`config.mk`:
```
export PLATFORM = sky130hd
export DESIGN_NAME = keypad_decoder
export DESIGN_NICKNAME = d
export VERILOG_FILES = /design/src/rtl/keypad_decoder.sv
export SDC_FILE = /design/constraint.sdc
export NUM_CORES = 1
export LEC_CHECK = 0
export ABC_AREA = 0
export BUFFER_PORTS_ARGS = -buffer_cell sky130_fd_sc_hd__buf_2
export CAP_MARGIN = 15
export CELL_PAD_IN_SITES_DETAIL_PLACEMENT = 1
export CELL_PAD_IN_SITES_GLOBAL_PLACEMENT = 2
export CORE_AREA = 2 2 77 79
export DETAILED_ROUTE_END_ITERATION = 10
export DIE_AREA = 0 0 79 81
export PLACE_DENSITY_LB_ADDON = 0.1
export SLEW_MARGIN = 10
export SYNTH_ARGS = -nofsm -noshare
export SYNTH_HDL_FRONTEND = slang
export SYNTH_SLANG_ARGS = --single-unit
```
`constraint.sdc`:
```
create_clock -name clk -period 4.4 [get_ports clk]
set_input_delay 0.22 -clock clk [delete_from_list [all_inputs] [get_ports clk]]
set_output_delay 0.22 -clock clk [all_outputs]
set_load 0.05 [all_outputs]
```
`src/rtl/keypad_decoder.sv`:
```
// ---------------------------------------------------------------------------
// keypad_decoder
// This block sits on the consumer side of the keypad scanner. It confirms
// that a key press is stable, decodes the {rows, columns} code to a hex
// digit, and shifts that digit into a two-digit history for the dual
// seven-segment display. It does not accept another key until the current
// key has been released cleanly.
//
// Parameters:
//   DEBOUNCE_CYCLES : number of stable cycles needed to accept a press or
//                     release (2..65535)
//
// Ports:
//   clk         : system clock
//   reset       : asynchronous active-low reset
//   enable      : scanner strobe, one cycle at the start of a candidate press
//   key_pressed : level, high while any column is active
//   key_code    : {rows[3:0], columns[3:0]}, one-hot per nibble, and bit 3
//                 of each nibble is index 0
//   digit_new   : most recently accepted hex digit
//   digit_old   : digit accepted before digit_new
//   key_valid   : one-cycle pulse in the cycle the digits update
//   key_err     : one-cycle pulse on an invalid code (KEYPAD_ERR_EN only)
//   busy        : high whenever the FSM is not idle
//
// Build option:
//   KEYPAD_ERR_EN : when defined, key_err reports invalid codes. When it is
//                   undefined, key_err is held at 0.
// ---------------------------------------------------------------------------
module keypad_decoder #(
  parameter int unsigned DEBOUNCE_CYCLES = 50000
) (
  input  logic       clk,
  input  logic       reset,
  input  logic       enable,
  input  logic       key_pressed,
  input  logic [7:0] key_code,
  output logic [3:0] digit_new,
  output logic [3:0] digit_old,
  output logic       key_valid,
  output logic       key_err,
  output logic       busy
);

  localparam int unsigned CNT_W  = 16;
  localparam int unsigned CODE_W = 8;
  localparam int unsigned DIG_W  = 4;
  localparam logic [CNT_W-1:0] CNT_TERM = CNT_W'(DEBOUNCE_CYCLES - 1);

  typedef enum logic [2:0] {
    ST_IDLE,
    ST_DEBOUNCE,
    ST_COMMIT,
    ST_HELD,
    ST_RELEASE
  } state_e;

  state_e            state_q, state_d;
  logic [CNT_W-1:0]  cnt_q, cnt_d;
  logic [CODE_W-1:0] code_q, code_d;
  logic [DIG_W-1:0]  dig_new_q, dig_new_d;
  logic [DIG_W-1:0]  dig_old_q, dig_old_d;
  logic              key_valid_q, key_valid_d;
  logic              key_err_q, key_err_d;
  logic              busy_q, busy_d;

  logic              code_ok_c;
  logic [CNT_W-1:0]  cnt_inc_c;

  // Returns 1 when exactly one bit of the nibble is set.
  function automatic logic onehot4(input logic [3:0] v);
    return (v != 4'd0) && ((v & (v - 4'd1)) == 4'd0);
  endfunction

  // Converts a one-hot nibble to an index, where bit 3 is index 0.
  function automatic logic [1:0] idx4(input logic [3:0] v);
    logic [1:0] r;
    case (v)
      4'b1000: r = 2'd0;
      4'b0100: r = 2'd1;
      4'b0010: r = 2'd2;
      default: r = 2'd3;
    endcase
    return r;
  endfunction

  // Keypad layout: row0 1 2 3 A, row1 4 5 6 B, row2 7 8 9 C, row3 E 0 F D.
  function automatic logic [DIG_W-1:0] decode(input logic [CODE_W-1:0] code);
    logic [DIG_W-1:0] d;
    case ({idx4(code[7:4]), idx4(code[3:0])})
      4'h0: d = 4'h1;  4'h1: d = 4'h2;  4'h2: d = 4'h3;  4'h3: d = 4'hA;
      4'h4: d = 4'h4;  4'h5: d = 4'h5;  4'h6: d = 4'h6;  4'h7: d = 4'hB;
      4'h8: d = 4'h7;  4'h9: d = 4'h8;  4'hA: d = 4'h9;  4'hB: d = 4'hC;
      4'hC: d = 4'hE;  4'hD: d = 4'h0;  4'hE: d = 4'hF;  default: d = 4'hD;
    endcase
    return d;
  endfunction

  assign code_ok_c = onehot4(key_code[7:4]) && onehot4(key_code[3:0]);
  // The counter saturates at all-ones. The FSM leaves each counting state
  // at its terminal count, so saturation is only a safety net.
  assign cnt_inc_c = (cnt_q == {CNT_W{1'b1}}) ? cnt_q : cnt_q + CNT_W'(1);

  // State and output registers.
  always_ff @(posedge clk or negedge reset) begin
    if (!reset) begin
      state_q     <= ST_IDLE;
      cnt_q       <= '0;
      code_q      <= '0;
      dig_new_q   <= '0;
      dig_old_q   <= '0;
      key_valid_q <= 1'b0;
      key_err_q   <= 1'b0;
      busy_q      <= 1'b0;
    end else begin
      state_q     <= state_d;
      cnt_q       <= cnt_d;
      code_q      <= code_d;
      dig_new_q   <= dig_new_d;
      dig_old_q   <= dig_old_d;
      key_valid_q <= key_valid_d;
      key_err_q   <= key_err_d;
      busy_q      <= busy_d;
    end
  end

  // Next-state logic and next values for the registered outputs.
  always_comb begin
    state_d     = state_q;
    cnt_d       = cnt_q;
    code_d      = code_q;
    dig_new_d   = dig_new_q;
    dig_old_d   = dig_old_q;
    key_valid_d = 1'b0;
    key_err_d   = 1'b0;

    case (state_q)
      ST_IDLE: begin
        if (enable) begin
          if (code_ok_c) begin
            code_d  = key_code;
            cnt_d   = '0;
            state_d = ST_DEBOUNCE;
          end else begin
`ifdef KEYPAD_ERR_EN
            key_err_d = 1'b1;
`endif
          end
        end
      end

      // A drop or a code change aborts silently. Otherwise count stable cycles.
      ST_DEBOUNCE: begin
        if (!key_pressed || (key_code != code_q)) begin
          state_d = ST_IDLE;
        end else if (cnt_q == CNT_TERM) begin
          state_d = ST_COMMIT;
        end else begin
          cnt_d = cnt_inc_c;
        end
      end

      ST_COMMIT: begin
        dig_old_d   = dig_new_q;
        dig_new_d   = decode(code_q);
        key_valid_d = 1'b1;
        state_d     = ST_HELD;
      end

      ST_HELD: begin
        if (!key_pressed) begin
          cnt_d   = '0;
          state_d = ST_RELEASE;
        end
      end

      // A bounce back to pressed returns to HELD, so a second commit cannot occur.
      ST_RELEASE: begin
        if (key_pressed) begin
          state_d = ST_HELD;
        end else if (cnt_q == CNT_TERM) begin
          state_d = ST_IDLE;
        end else begin
          cnt_d = cnt_inc_c;
        end
      end

      default: state_d = ST_IDLE;
    endcase

    busy_d = (state_d != ST_IDLE);
  end

  assign digit_new = dig_new_q;
  assign digit_old = dig_old_q;
  assign key_valid = key_valid_q;
  assign key_err   = key_err_q;
  assign busy      = busy_q;

endmodule

```
After elaboration in Yosys (flattened, before gate mapping)

Memory sizes are Yosys's and may differ from the RTL's. A register that Yosys moved wholly into a read port is not among the register bits.
Cells that the tools add are included.

Bits in registers: 33
Latch bits: 0
RAM bits: 0
ROM bits: 64
Input bits: 12
Output and inout bits: 11
Word-level logic and storage cells: 66
Memories kept: 1

Memories:

| name            | depth | bits a word | rd ports | clocked after Yosys merged registers in | wr ports | line | text |
|---|---|---|---|---|---|---|---|
| (no name shown) | 16    | 4           | 1        | 1                                       | 0        | 90   | `case ({idx4(code[7:4]), idx4(code[3:0])})` |

Add/subtract/negate cells: 3
$mul: 0
Div/mod/pow operators: 0
$lt $le $gt $ge: 0
Equal/unequal tests: 18
Shift operators: 0
Muxes and demuxes: 21
Bitwise logic cells: 2
Reduce and logical (&&, ||, !) cells: 15

Operator list:

| kind                    | count |
|---|---|
| $mux W16                | 7 |
| $pmux W16 S4            | 1 |
| $eq A16 B16 Y1 const B  | 2 |
| $mux W3                 | 7 |
| $add A16 B1 Y16 const B | 1 |
| $pmux W3 S5             | 1 |
| $pmux W2 S3             | 2 |
| $reduce_bool A4 Y1      | 3 |
| $ne A2 B2 Y1 const B    | 5 |
| $and A4 B4 Y4           | 2 |
| $eq A4 B2 Y1 const B    | 2 |
| $eq A4 B3 Y1 const B    | 2 |
| $eq A4 B4 Y1 const B    | 2 |
| $logic_not A4 Y1        | 2 |
| $ne A8 B8 Y1            | 1 |
| $sub A4 B1 Y4 const B   | 2 |
| $eq A3 B2 Y1 const B    | 2 |
| $reduce_and A6 Y1       | 1 |
| $mux W2                 | 2 |
| $eq A3 B1 Y1 const B    | 1 |
| $eq A3 B3 Y1 const B    | 1 |
| $logic_and A1 B1 Y1     | 3 |
| $logic_not A3 Y1        | 1 |
| $reduce_and A3 Y1       | 1 |
| 4 further kinds         | 5 |

Depth between registers and ports, before layout

Word-level depth: 9
Depth in mapped cells: 9

Worst setup path before layout

Ideal clock, no wire load.

Path kind: register -> register
From: register cnt_q[0]
To: register cnt_q[14]
Setup time: 0.078 ns
Arrival time: 2.023 ns
Path slack: 2.299 ns
Cell stages (with the launch flop): 9
Clock period less this slack: 2.101 ns
Path through: dfrtp_1 ha_1 and3_1 and3_1 a22oi_1 o21ai_0 clkbuf_1 or4_1 a21oi_1

Cells in the longest elaborated chain, start to end: 5
Elaborated cells on any way between the ends: 8
Classes of those cells: add/sub: 1; eq/ne: 2; mux: 5

Ends and longest elaborated chain:

| what                                              | line     | text |
|---|---|---|
| start, declared                                   | 59       | `logic [CNT_W-1:0] cnt_q, cnt_d;` |
| start signal, assigned                            | 117      | `cnt_q <= cnt_d;` |
| $add A16 B1 Y16 or $eq A16 B16 Y1 (tied branches) | 102      | `assign cnt_inc_c = (cnt_q == {CNT_W{1'b1}}) ? cnt_q : cnt_q + CNT_W'(1);` |
| $mux W16                                          | 102      |  |
| $mux W16 (*)                                      | 156, 181 |  |
| $mux W16 (on tied branches)                       | 179, 154 |  |
| $pmux W16 S4 (*)                                  | 137      | `case (state_q)` |

Mark *: on every way between the ends. The rest lies on a longest branch, timed or not. The select of a mux whose other input is x is not followed.
A chain may end at the register's enable or synchronous reset.

Worst setup path in the final report

From: register cnt_q[0]
To: register cnt_q[8]

The elaborated chain is that of the path after synthesis.

==> impl_metrics.ini <==
[die]
dieHeight_um = 81
coreArea_mm2 = 0.00568
start_util = 0.384
die_w_um = 79
dieArea_mm2 = 0.00640
fp-row-count = 28
io_pins = 23

[synth]
syn_inst = 226
syn_avg_cell_area_um2 = 9.64
synth_cell_types = 43
synth_edf_count = 0
yosysWarnings = 0
syn-num-nets = 241
ys_ff_latch = 37
syn_area_mm2 = 0.00218
async_reset_ff_frac = 1.00
synth_flop_cell = dfrtp_1
synth-seq-area-share = 0.425

[place]
portBuffers = 21
dp_hpwl_um = 3980
globalplace.congestion = 0.738

[critical_path]
r2r_cells = 8
cpLargestDelayFamily = simple AND/OR/NAND/NOR gates
path_max_fanout = 32
cp_slowest_stage_delay_ns = 0.49
arrival_ns = 2.58
cp_num_buf_inv = 1
path_class = reg2reg
crit_required_ns = 4.61
worstPathCellList = ha_1, and3_1, and3_1, a22oi_1, o21ai_1, buf_4, or4_1, a21oi_1
r2r_end = cnt_q[8]
critPathSlowestCell = or4_1
reg2reg_slack_ns = 2.03
endpoint_kind = flip-flop
cp_common_cell = and3_1
timing.rr.start = cnt_q[0]
start_kind = flip-flop

[clock_network]
cts_sinks = 37
numCtsBuffers = 5
cts.path.max_buffers = 2
cts_setup_buffers = 0
cts-root-buf = clkbuf_8
clkTransAtPathRegs_ns = 0.08
cts_resized = 0
cts_tree = yes
htree_levels = 2
clk_latency_ns = 0.29
cts_hold_buffers = 0

[detailed_routing]
drtPass1Iterations = 4
num_vias = 1849
vias_per_cell = 5.76
wl_per_cell_um = 16.9
routed_wl_um = 5410
first_iter_violations = 73
drc = 0
ant_nets = 0

[power]
p_leak_nw = 1.02
irDropWorstVdd_v = 0.000421
cellPowerDensity_mw_per_mm2 = 617

[run_status]
status = finished clean

[timing]
final.setup.tns_ns = 0
worstMarginPinSlew_ns = 0.850
fin_crit_sh = 0.539
drv_slew = 0
hold_viol_final = 0
fin_crit_ns = 2.37
max_clock_freq_mhz = 422
rsz0062_at_grt = no
slew_headroom = 0.425
holdWs_ns = 0.0107
clock-skew-final_ns = 0.00470
setup_violations = 0

[grt]
grt_max_degree = 38
grt_usage = 0.187
grt_pass1_wl_um = 9380
antenna_found_initial = 0
overflow = 0
grt_pass1_vias = 1898

[finish]
antenna_cells = 0
layout_common_cells = 37 x dfrtp_1, 21 x buf_2, 19 x o21ai_0, 16 x a21oi_1, 14 x nand2_1
area_growth_syn_to_layout_pct = 13.5
drive_gt1_frac = 0.187
final_common_cell = dfrtp_1
nets = 260

[job]
maxCapViolCount = 0

[hold_path]
hp-class = in2async
where the power goes:
part           internal (mW)  switching [mW]  leakage [nW]
Combinational          0.225           0.409         0.475
Clock                  0.228           0.132        0.0687
Sequential             0.431           0.100         0.476
Total                  0.884           0.641          1.02
kinds of logic after synthesis:
family / count (synthesis) / synth area share
and+or+nand+nor: 77 / 0.214
other: 1 / 0.00172
adders and majority gates: 3 / 0.0172
AOI/OAI and AO/OA: 66 / 0.194
buffers and inverters: 18 / 0.0385
DFF: 37 / 0.425
xor gates and xnor gates: 12 / 0.0482
muxes: 12 / 0.0620
cell usage after synthesis (2+ instances only):
| cell | instances | area, um^2 |
|---|---|---|
| or4_1 | 8 | 60.1 |
| buf_2 | 4 | 20.0 |
| o21ai_0 | 20 | 100 |
| clkbuf_1 | 5 | 18.8 |
| or4b_1 | 2 | 20.0 |
| xnor2_1 | 12 | 105 |
| o2111ai_1 | 5 | 43.8 |
| o31ai_1 | 7 | 52.6 |
| mux2_2 | 12 | 135 |
| o41ai_1 | 2 | 17.5 |
| nor3b_1 | 2 | 15.0 |
| and4_1 | 5 | 43.8 |
| nand2_1 | 14 | 52.6 |
| a22oi_1 | 3 | 22.5 |
| nor4_1 | 2 | 12.5 |
| nor3_1 | 4 | 20.0 |
| and3_1 | 9 | 56.3 |
| nand3_1 | 4 | 20.0 |
| nor4b_1 | 3 | 26.3 |
| o211ai_1 | 4 | 30.0 |
| a31oi_1 | 2 | 12.5 |
| dfrtp_1 | 37 | 926 |
| nor2_1 | 6 | 22.5 |
| inv_1 | 7 | 26.3 |
| nor2b_1 | 4 | 25.0 |
| a32oi_1 | 2 | 17.5 |
| ha_1 | 3 | 37.5 |
| or3_1 | 8 | 50.1 |
| a21oi_1 | 16 | 80.1 |
sequential cells by signal, summed over array words and instances, names as in the netlist:
signal / count
busy: 1
cnt_q: 16
code_q: 8
digit_new: 4
digit_old: 4
key_valid: 1
state_q: 3
worst register-to-register path: stages, from the launching register on:
cell and delay [ns]:
dfrtp_1 0.42, ha_1 0.23, and3_1 0.24, and3_1 0.22, a22oi_1 0.22, o21ai_1 0.08, buf_4 0.24, or4_1 0.50
a21oi_1 0.15
per-stage QoR:
stage / area [um^2] / setup slack, ns / std cells / power [mW] / utilization
floorplan: 2180 / 2.30 / 226 / 0.999 / -
global placement: 2330 / 1.86 / 313 / 1.14 / 0.411
detailed placement: 2330 / 1.78 / 313 / 1.17 / 0.411
CTS: 2470 / 2.01 / 321 / 1.54 / 0.436
global route: 2470 / 1.83 / 321 / 1.63 / 0.436
finish: 2470 / 2.03 / 321 / 1.53 / 0.436
area by class of cell:
cell class / instances / area (um^2)
tap: 75 / 93.8
inverter: 7 / 26.3
timing repair buffer: 23 / 120
fill: 677 / 3200
clock buffer: 5 / 68.8
clock inverter: 3 / 68.8
sequential: 37 / 926
multi-input combinational: 171 / 1170
metal layers:
metal | GRT usage | share of wire | vias to the layer above
met3 | 0.0367 | 0.028 | 4
li1 | - | - | 897
met5 | 0 | 0 | -
met1 | 0.245 | 0.47 | 923
met4 | 0.0603 | 0.0087 | 0
met2 | 0.314 | 0.49 | 25
worst max path at each step:
stage / startpoint / end / slack, ns / cells past startpoint
floorplan: cnt_q[0] / cnt_q[14] / 2.30 / 8
global placement: key_code[4] / code_q[4] / 1.86 / 6
detailed placement: key_code[5] / code_q[6] / 1.78 / 6
CTS: cnt_q[0] / cnt_q[8] / 2.01 / 8
global route: cnt_q[0] / cnt_q[12] / 1.83 / 8
finish: cnt_q[0] / cnt_q[8] / 2.03 / 8
Note: power is estimated with default switching activity, not from simulation.
